$ cat config.mk
export PLATFORM = sky130hd
export DESIGN_NAME = fetch_queue
export DESIGN_NICKNAME = d
export VERILOG_FILES = /design/src/rtl/fetch_queue_pkg.sv /design/src/rtl/fetch_queue_mem.sv /design/src/rtl/fetch_queue.sv
export SDC_FILE = /design/constraint.sdc
export NUM_CORES = 1
export LEC_CHECK = 0
export BUFFER_PORTS_ARGS = -buffer_cell sky130_fd_sc_hd__buf_4
export CAP_MARGIN = 20
export CORE_ASPECT_RATIO = 0.7
export CORE_MARGIN = 2
export CORE_UTILIZATION = 35
export CTS_CLUSTER_SIZE = 20
export DETAILED_ROUTE_END_ITERATION = 6
export PLACE_DENSITY = 0.62
export SLEW_MARGIN = 5
export SYNTH_ARGS = -nofsm -noshare
export SYNTH_HDL_FRONTEND = slang
export SYNTH_SLANG_ARGS = --single-unit
$ cat constraint.sdc
create_clock -name CLK -period 3.79 [get_ports CLK]
set_input_delay 0.758 -clock CLK [delete_from_list [all_inputs] [get_ports CLK]]
set_output_delay 0.758 -clock CLK [all_outputs]
set_load 0.01 [all_outputs]
$ cat src/rtl/fetch_queue_pkg.sv
// Shared fetch-queue constants: default geometry, bundle field widths and the
// bit offsets used to pack a bundle into one storage entry.
package fetch_queue_pkg;

  localparam int FQ_DEPTH  = 4;
  localparam int FQ_DATA_W = 32;
  localparam int FQ_PRED_W = 2;

  // Entry layout, LSB first: instr, pc, pc+4, taken bit, counter state.
  function automatic int entry_w(input int data_w, input int pred_w);
    return 3 * data_w + 1 + pred_w;
  endfunction

  function automatic int off_instr(input int data_w);
    return 0 * data_w;
  endfunction

  function automatic int off_pc(input int data_w);
    return data_w;
  endfunction

  function automatic int off_pc4(input int data_w);
    return 2 * data_w;
  endfunction

  function automatic int off_bp(input int data_w);
    return 3 * data_w;
  endfunction

  function automatic int off_bps(input int data_w);
    return 3 * data_w + 1;
  endfunction

  localparam int FQ_ENTRY_W = entry_w(FQ_DATA_W, FQ_PRED_W);

endpackage

$ cat src/rtl/fetch_queue_mem.sv
// Bundle storage for the fetch queue: one write port, one asynchronous read
// port, cleared by the asynchronous active-low reset.
module fetch_queue_mem
  import fetch_queue_pkg::*;
#(
  parameter int DEPTH  = FQ_DEPTH,
  parameter int WIDTH  = FQ_ENTRY_W,
  parameter int ADDR_W = $clog2(FQ_DEPTH)
) (
  input  logic              CLK,
  input  logic              RESET,
  input  logic              wr_en,
  input  logic [ADDR_W-1:0] wr_addr,
  input  logic [WIDTH-1:0]  wr_data,
  input  logic [ADDR_W-1:0] rd_addr,
  output logic [WIDTH-1:0]  rd_data
);

  logic [WIDTH-1:0] mem [DEPTH];

  always_ff @(posedge CLK or negedge RESET) begin
    if (!RESET) begin
      for (int i = 0; i < DEPTH; i++) mem[i] <= '0;
    end else if (wr_en) begin
      mem[wr_addr] <= wr_data;
    end
  end

  assign rd_data = mem[rd_addr];

endmodule

$ cat src/rtl/fetch_queue.sv
// Instruction queue between IF and ID with flush and occupancy count.
// Define FETCH_QUEUE_BYPASS_EN to forward IF straight to ID when empty.
module fetch_queue
  import fetch_queue_pkg::*;
#(
  parameter int DEPTH  = FQ_DEPTH,
  parameter int DATA_W = FQ_DATA_W,
  parameter int PRED_W = FQ_PRED_W
) (
  input  logic                     CLK,
  input  logic                     RESET,
  input  logic                     FLUSH,
  input  logic                     IF_VALID,
  output logic                     IF_READY,
  input  logic [DATA_W-1:0]        Instr1_IF,
  input  logic [DATA_W-1:0]        Instr_PC_IF,
  input  logic [DATA_W-1:0]        Instr_PC_Plus4_IF,
  input  logic                     Branch_prediction_IN,
  input  logic [PRED_W-1:0]        Branch_predictions_IN,
  input  logic                     STALL,
  output logic                     ID_VALID,
  output logic [DATA_W-1:0]        Instr1_OUT,
  output logic [DATA_W-1:0]        Instr_PC_OUT,
  output logic [DATA_W-1:0]        Instr_PC_Plus4,
  output logic                     Branch_prediction_OUT,
  output logic [PRED_W-1:0]        Branch_predictions_OUT,
  output logic [$clog2(DEPTH):0]   COUNT
);

  localparam int PTR_W   = $clog2(DEPTH);
  localparam int CNT_W   = PTR_W + 1;
  localparam int ENTRY_W = entry_w(DATA_W, PRED_W);
  localparam int O_INSTR = off_instr(DATA_W);
  localparam int O_PC    = off_pc(DATA_W);
  localparam int O_PC4   = off_pc4(DATA_W);
  localparam int O_BP    = off_bp(DATA_W);
  localparam int O_BPS   = off_bps(DATA_W);
  localparam logic [CNT_W-1:0] FULL = CNT_W'(DEPTH);

  logic [PTR_W-1:0]   wr_ptr, rd_ptr;
  logic [CNT_W-1:0]   count;
  logic [ENTRY_W-1:0] in_entry, head_entry, out_entry;
  logic               empty, push, pop, bypass, bypass_take, wr_en, rd_adv;

  assign in_entry = {Branch_predictions_IN, Branch_prediction_IN,
                     Instr_PC_Plus4_IF, Instr_PC_IF, Instr1_IF};

  assign empty    = (count == '0);
  assign IF_READY = (count != FULL);
  assign push     = IF_VALID && IF_READY;
  assign pop      = ID_VALID && !STALL;

`ifdef FETCH_QUEUE_BYPASS_EN
  assign bypass   = empty && IF_VALID && !FLUSH;
  assign ID_VALID = !FLUSH && (!empty || IF_VALID);
`else
  assign bypass   = 1'b0;
  assign ID_VALID = !empty;
`endif

  // A bypassed bundle that ID takes immediately never touches storage.
  assign bypass_take = bypass && !STALL;
  assign wr_en       = push && !bypass_take && !FLUSH;
  assign rd_adv      = pop && !bypass_take && !FLUSH;

  fetch_queue_mem #(
    .DEPTH  (DEPTH),
    .WIDTH  (ENTRY_W),
    .ADDR_W (PTR_W)
  ) u_mem (
    .CLK     (CLK),
    .RESET   (RESET),
    .wr_en   (wr_en),
    .wr_addr (wr_ptr),
    .wr_data (in_entry),
    .rd_addr (rd_ptr),
    .rd_data (head_entry)
  );

  always_ff @(posedge CLK or negedge RESET) begin
    if (!RESET) begin
      wr_ptr <= '0;
      rd_ptr <= '0;
      count  <= '0;
    end else if (FLUSH) begin
      wr_ptr <= '0;
      rd_ptr <= '0;
      count  <= '0;
    end else begin
      if (wr_en)  wr_ptr <= wr_ptr + 1'b1;
      if (rd_adv) rd_ptr <= rd_ptr + 1'b1;
      if (wr_en && !rd_adv)      count <= count + 1'b1;
      else if (!wr_en && rd_adv) count <= count - 1'b1;
    end
  end

  // Payload reads as zero whenever nothing valid is presented to ID.
  always_comb begin
    out_entry = '0;
    if (bypass)        out_entry = in_entry;
    else if (ID_VALID) out_entry = head_entry;
  end

  assign Instr1_OUT             = out_entry[O_INSTR +: DATA_W];
  assign Instr_PC_OUT           = out_entry[O_PC    +: DATA_W];
  assign Instr_PC_Plus4         = out_entry[O_PC4   +: DATA_W];
  assign Branch_prediction_OUT  = out_entry[O_BP];
  assign Branch_predictions_OUT = out_entry[O_BPS   +: PRED_W];
  assign COUNT                  = count;

endmodule

* After elaboration in Yosys (flattened, before gate mapping)
Cells that the tools add are included.
Word-level totals: register bits 403, logic and storage cells 47
Cells by class: add/subtract/negate cells 4, $lt $le $gt $ge 3, equality and inequality tests 1, multiplexer cells 14, bitwise logic cells 2, reduce and logical (&&, ||, !) cells 16
Operators with widths (count):
- 396-bit bitwise mux | 1
- 99-bit two-way mux | 4
- 99-bit binary-select mux with 2-bit select | 1
- 99-bit demux with 2-bit select | 1
- 3-bit two-way mux | 3
- 2-bit two-way mux | 4
- 1-bit logical AND | 7
- 3-bit >= comparator (second input constant) | 2
- 2-bit NOT with 3-bit output | 2
- 1-bit zero test | 5
- 2-bit by 1-bit adder with 2-bit output (second input constant) | 2
- 2-bit nonzero test | 2
- 3-bit by 1-bit adder with 3-bit output (second input constant) | 1
- 3-bit zero test | 1
- 3-bit by 1-bit < comparator with 1-bit output (second input constant) | 1
- 3-bit != test (second input constant) | 1
- 3-bit nonzero test | 1
- 3-bit by 1-bit subtractor with 3-bit output (second input constant) | 1

* Longest topological paths before layout
depth in word-level cells 8, depth in mapped cells 8, mapped depth without buffers 8

* Hierarchy
A second synthesis with hierarchy kept.
Second synthesis, totals: cells, all modules 1133, area, all modules 18258.8 µm²
Modules (own cells, without submodules):
- fetch_queue_mem | times used 1, cells an instance 960, area each 17082.6 µm², sequential area each 9909.5 µm²
- fetch_queue | times used 1, cells an instance 173, area each 1176.1 µm², sequential area each 175.2 µm²

* Worst setup path before layout
Ideal clock, no wire load.
path kind register to output, from register rd_ptr[0], to output port Instr_PC_OUT[11], data arrival time 1610 ps, data required time 3032 ps, setup slack 1422 ps, cell stages (with the launch flop) 5, cells stage by stage dfrtp_1 -> clkbuf_1 -> buf_2 -> mux4_2 -> and2_1
On the way: longest elaborated chain between the ends 5
Ends and longest elaborated chain:
- start: declaration | RTL line fetch_queue.sv:40 | logic [PTR_W-1:0] wr_ptr, rd_ptr;
- start signal: assignment | RTL line fetch_queue.sv:91 | if (rd_adv) rd_ptr <= rd_ptr + 1'b1;
- 2-bit NOT with 3-bit output (implied by the code) | RTL line fetch_queue_mem.sv:29 | assign rd_data = mem[rd_addr];
- 99-bit binary-select mux with 2-bit select | RTL line fetch_queue_mem.sv:29
- 99-bit two-way mux (implied by the code) (2 in a row) | RTL line fetch_queue_mem.sv:29
- 99-bit two-way mux | RTL line fetch_queue.sv:101 | else if (ID_VALID) out_entry = head_entry;
- end: declaration | RTL line fetch_queue.sv:23 | output logic [DATA_W-1:0] Instr_PC_OUT,
Every way passes these cells. The select of a mux whose other input is x is not followed.

* Final worst setup path
from register rd_ptr[0], to output port Instr_PC_OUT[17]
The elaborated chain is that of the path after synthesis.

==> run metrics <==
Final Hold Fails 0; fillers 4,557; Resized cells post-CTS 0; run status finished clean; # setup viols final 0; IO Port Bufs 207; Final min period 3100 ps; vias in the first global route 11,114; clk buf depth 3; clk_skew 14.8 ps; Post-Synth Adder-Cell Area 0.385%; ranking of synthesized cells by area dfrtp_1, mux2_2, mux4_2; full die area 53,900 µm²; clk slew on worst S/H paths 60 ps; TritonRoute pass-1 iters 4; Die W 277 µm; Pleak 9.88 nW; drt via density 5.00; crit end category output port; Cell variety after synth 33; combinational family with the most area after synthesis multiplexers; P_int 12.9 mW; fin area 22,100 µm²; global-route wire length before repair 65,600 µm; Placed Area 20,600 µm²; maximum fanout along the worst path 56; Post-Synth XOR/XNOR Area 0.144%; DP HPWL 25,700 µm; CORE AREA 51,000 µm²; Syn-to-layout area delta 21.2%; flops & latches, synth 403; worst hold margin 307 ps; sw frac 28.6%; Min-Delay Path Class in2async; starting DRC count in detailed routing 450; simple-gate portion of the synthesized area 4.15%; # nets final 1,434; Post-DRT Antenna Nets 0; GP Congestion 0.721; Worst VDD drop 484 µV; Synth Area per Inst 16.2 µm²; Sink Count 403; Critical Path AT 2340 ps; total wire length 40,900 µm; wire per inst 20.1 µm; Power Density 817 nW/µm²; DRC 0; root buf cell clkbuf_16; CTS tree yes; Flop pwr share 38.9%; R2R cell count 5; complex-gate fraction of the synthesized area 0.371%; max cap viols 0; total gr overflow 0; Slew headroom 36.8%; Gate Count Post-Synth 1,122; Clock Power Share 24.7%; post-synth top area cell dfrtp_1; cts hold-fix bufs 0; Max H-tree Level 2; r2r endpoint u_mem.mem[339]$_DFFE_PN0P_; Vias 10,166; Post-Syn Nets 1,231; chip height 195 µm; Placed Cells 1,955; switching power total 5.15 mW; Tcrit/Tclk final 81.8%; sequential area share after synthesis 55.4%; top cell type's share of synthesized area 55.4%; Setup TNS 0 ps; Worst EP required 3030 ps; total CTS buffers 42; FF-to-FF Start COUNT[1]$_DFFE_PN0P_; initial core utilization 35.7%; mux cell area share after synthesis 36.8%; reg2reg setup slack 1120 ps; RSZ-0062 raised after global routing no; Row Count 69; share of cells above drive strength 1 58.4%; Final Max Slew Viols 0; type of origin of the critical path flop; GRT Total Usage 15.4%; clk_lat worst skew 540 ps; largest net degree at the start of global routing 116; critical path class reg2out; Slew @ Worst Pin 948 ps; combinational group share of total power 36.4%; fmax 0.322 GHz; initial antenna violation count 2; I/O pins 208; mapped cell area 18,200 µm²; Post-CTS Setup Bufs 0; Final Instance Count excl. Fillers 2,032; synth warn 0
-- registers in the layout (all words and copies together) (netlist names) --
signal / count
wr_ptr: 2
u_mem.mem: 396
COUNT: 3
rd_ptr: 2
-- cell usage after synthesis --
library cell    n
a21oi_1         2
a311oi_1        1
a31oi_1         1
and2_1        101
and3_1          1
and4_1          1
buf_1           2
buf_2          19
buf_4          24
buf_6           6
buf_8           2
clkbuf_1       24
dfrtp_1       403
fa_1            1
ha_1            4
inv_1           7
mux2_1         14
mux2_2        383
mux4_2         99
nand2_1         2
nand2_4         3
nand3_1         2
nand4_1         1
nor2_1          5
nor3_1          3
o211a_1         1
o21ai_0         3
o311a_1         1
o31ai_1         1
or3_1           1
or3b_4          1
xnor2_1         2
xor2_1          1
-- per-stage QoR --
step	utilization (%)	setup WS [ps]	total power, mW
2_1_floorplan	-	1420	11.2
3_3_place_gp	40.3	1090	13.6
3_5_place_dp	40.3	1050	13.8
4_1_cts	43.2	623	18.3
5_1_grt	43.2	548	19.2
6_report	43.2	689	18.0
-- worst max-delay path: stages, from the launching register on --
cell and delay, ps:
dfrtp_4 440, buf_12 390, mux4_2 590, and2_1 170, buf_4 140
-- worst max-delay path by stage --
stage                     depth (start not counted)                          to  slack (ps)             startpoint
final                                             4            Instr_PC_OUT[17]         690  rd_ptr[0]$_DFFE_PN0P_
after global routing                              4            Instr_PC_OUT[27]         550  rd_ptr[0]$_DFFE_PN0P_
after CTS                                         4            Instr_PC_OUT[17]         620  rd_ptr[0]$_DFFE_PN0P_
after detailed placement                          6  u_mem.mem[315]$_DFFE_PN0P_        1050                  FLUSH
after global placement                            6  u_mem.mem[315]$_DFFE_PN0P_        1090                  FLUSH
after floorplan                                   4            Instr_PC_OUT[11]        1420  rd_ptr[0]$_DFFE_PN0P_
-- power by group through the flow --
stage	Clock, mW	Combinational, mW	Sequential, mW
final	4.44	6.55	7.02
after global routing	4.79	7.13	7.23
after CTS	4.58	6.72	7.01
after detailed placement	0	6.71	7.07
after global placement	0	6.57	6.99
after floorplan	0	4.46	6.74
-- cell families after synthesis --
| family | Yosys count |
|---|---|
| flip-flops | 403 |
| adder cells (fa/ha/maj) | 5 |
| buffers and inverters | 84 |
| AO/OA/AOI/OAI | 10 |
| AND/OR/NAND/NOR | 121 |
| XOR/XNOR | 3 |
| multiplexers | 496 |
-- cell usage in the layout, fill, tap and decap left out, drive strengths merged --
cell	count
xnor2	2
nand3	2
ha	4
mux4	99
and4	1
inv	7
dfrtp	403
a31oi	1
o31ai	1
clkbuf	60
o311a	1
and3	1
or3	1
nand4	1
and2	101
a311oi	1
buf	236
bufinv	7
xor2	1
or3b	1
a21oi	2
clkinv	8
mux2	397
nand2	5
nor3	3
clkinvlp	1
o211a	1
fa	1
o21ai	3
nor2	5
diode	1
-- routing by layer --
layer / vias up / part of all wire, % / track usage, %
met2: 157 / 49 / 25.5
met4: 2 / 1.1 / 2.65
met5: - / 0.032 / 0
met1: 5449 / 45 / 20.9
li1: 4519 / - / -
met3: 39 / 4.7 / 3.80
-- layout make-up --
cell class,instances,area [µm²],area share [%]
clock buffers,60,1230,5.59
diodes,1,2.50,0.0113
clock inverters,16,262,1.19
well taps,674,843,3.82
repair buffers,236,1970,8.92
multi-input cells,635,7630,34.6
inverters,7,26.3,0.119
flip-flops and latches,403,10100,45.8
Power figures use the tool's default switching activity.
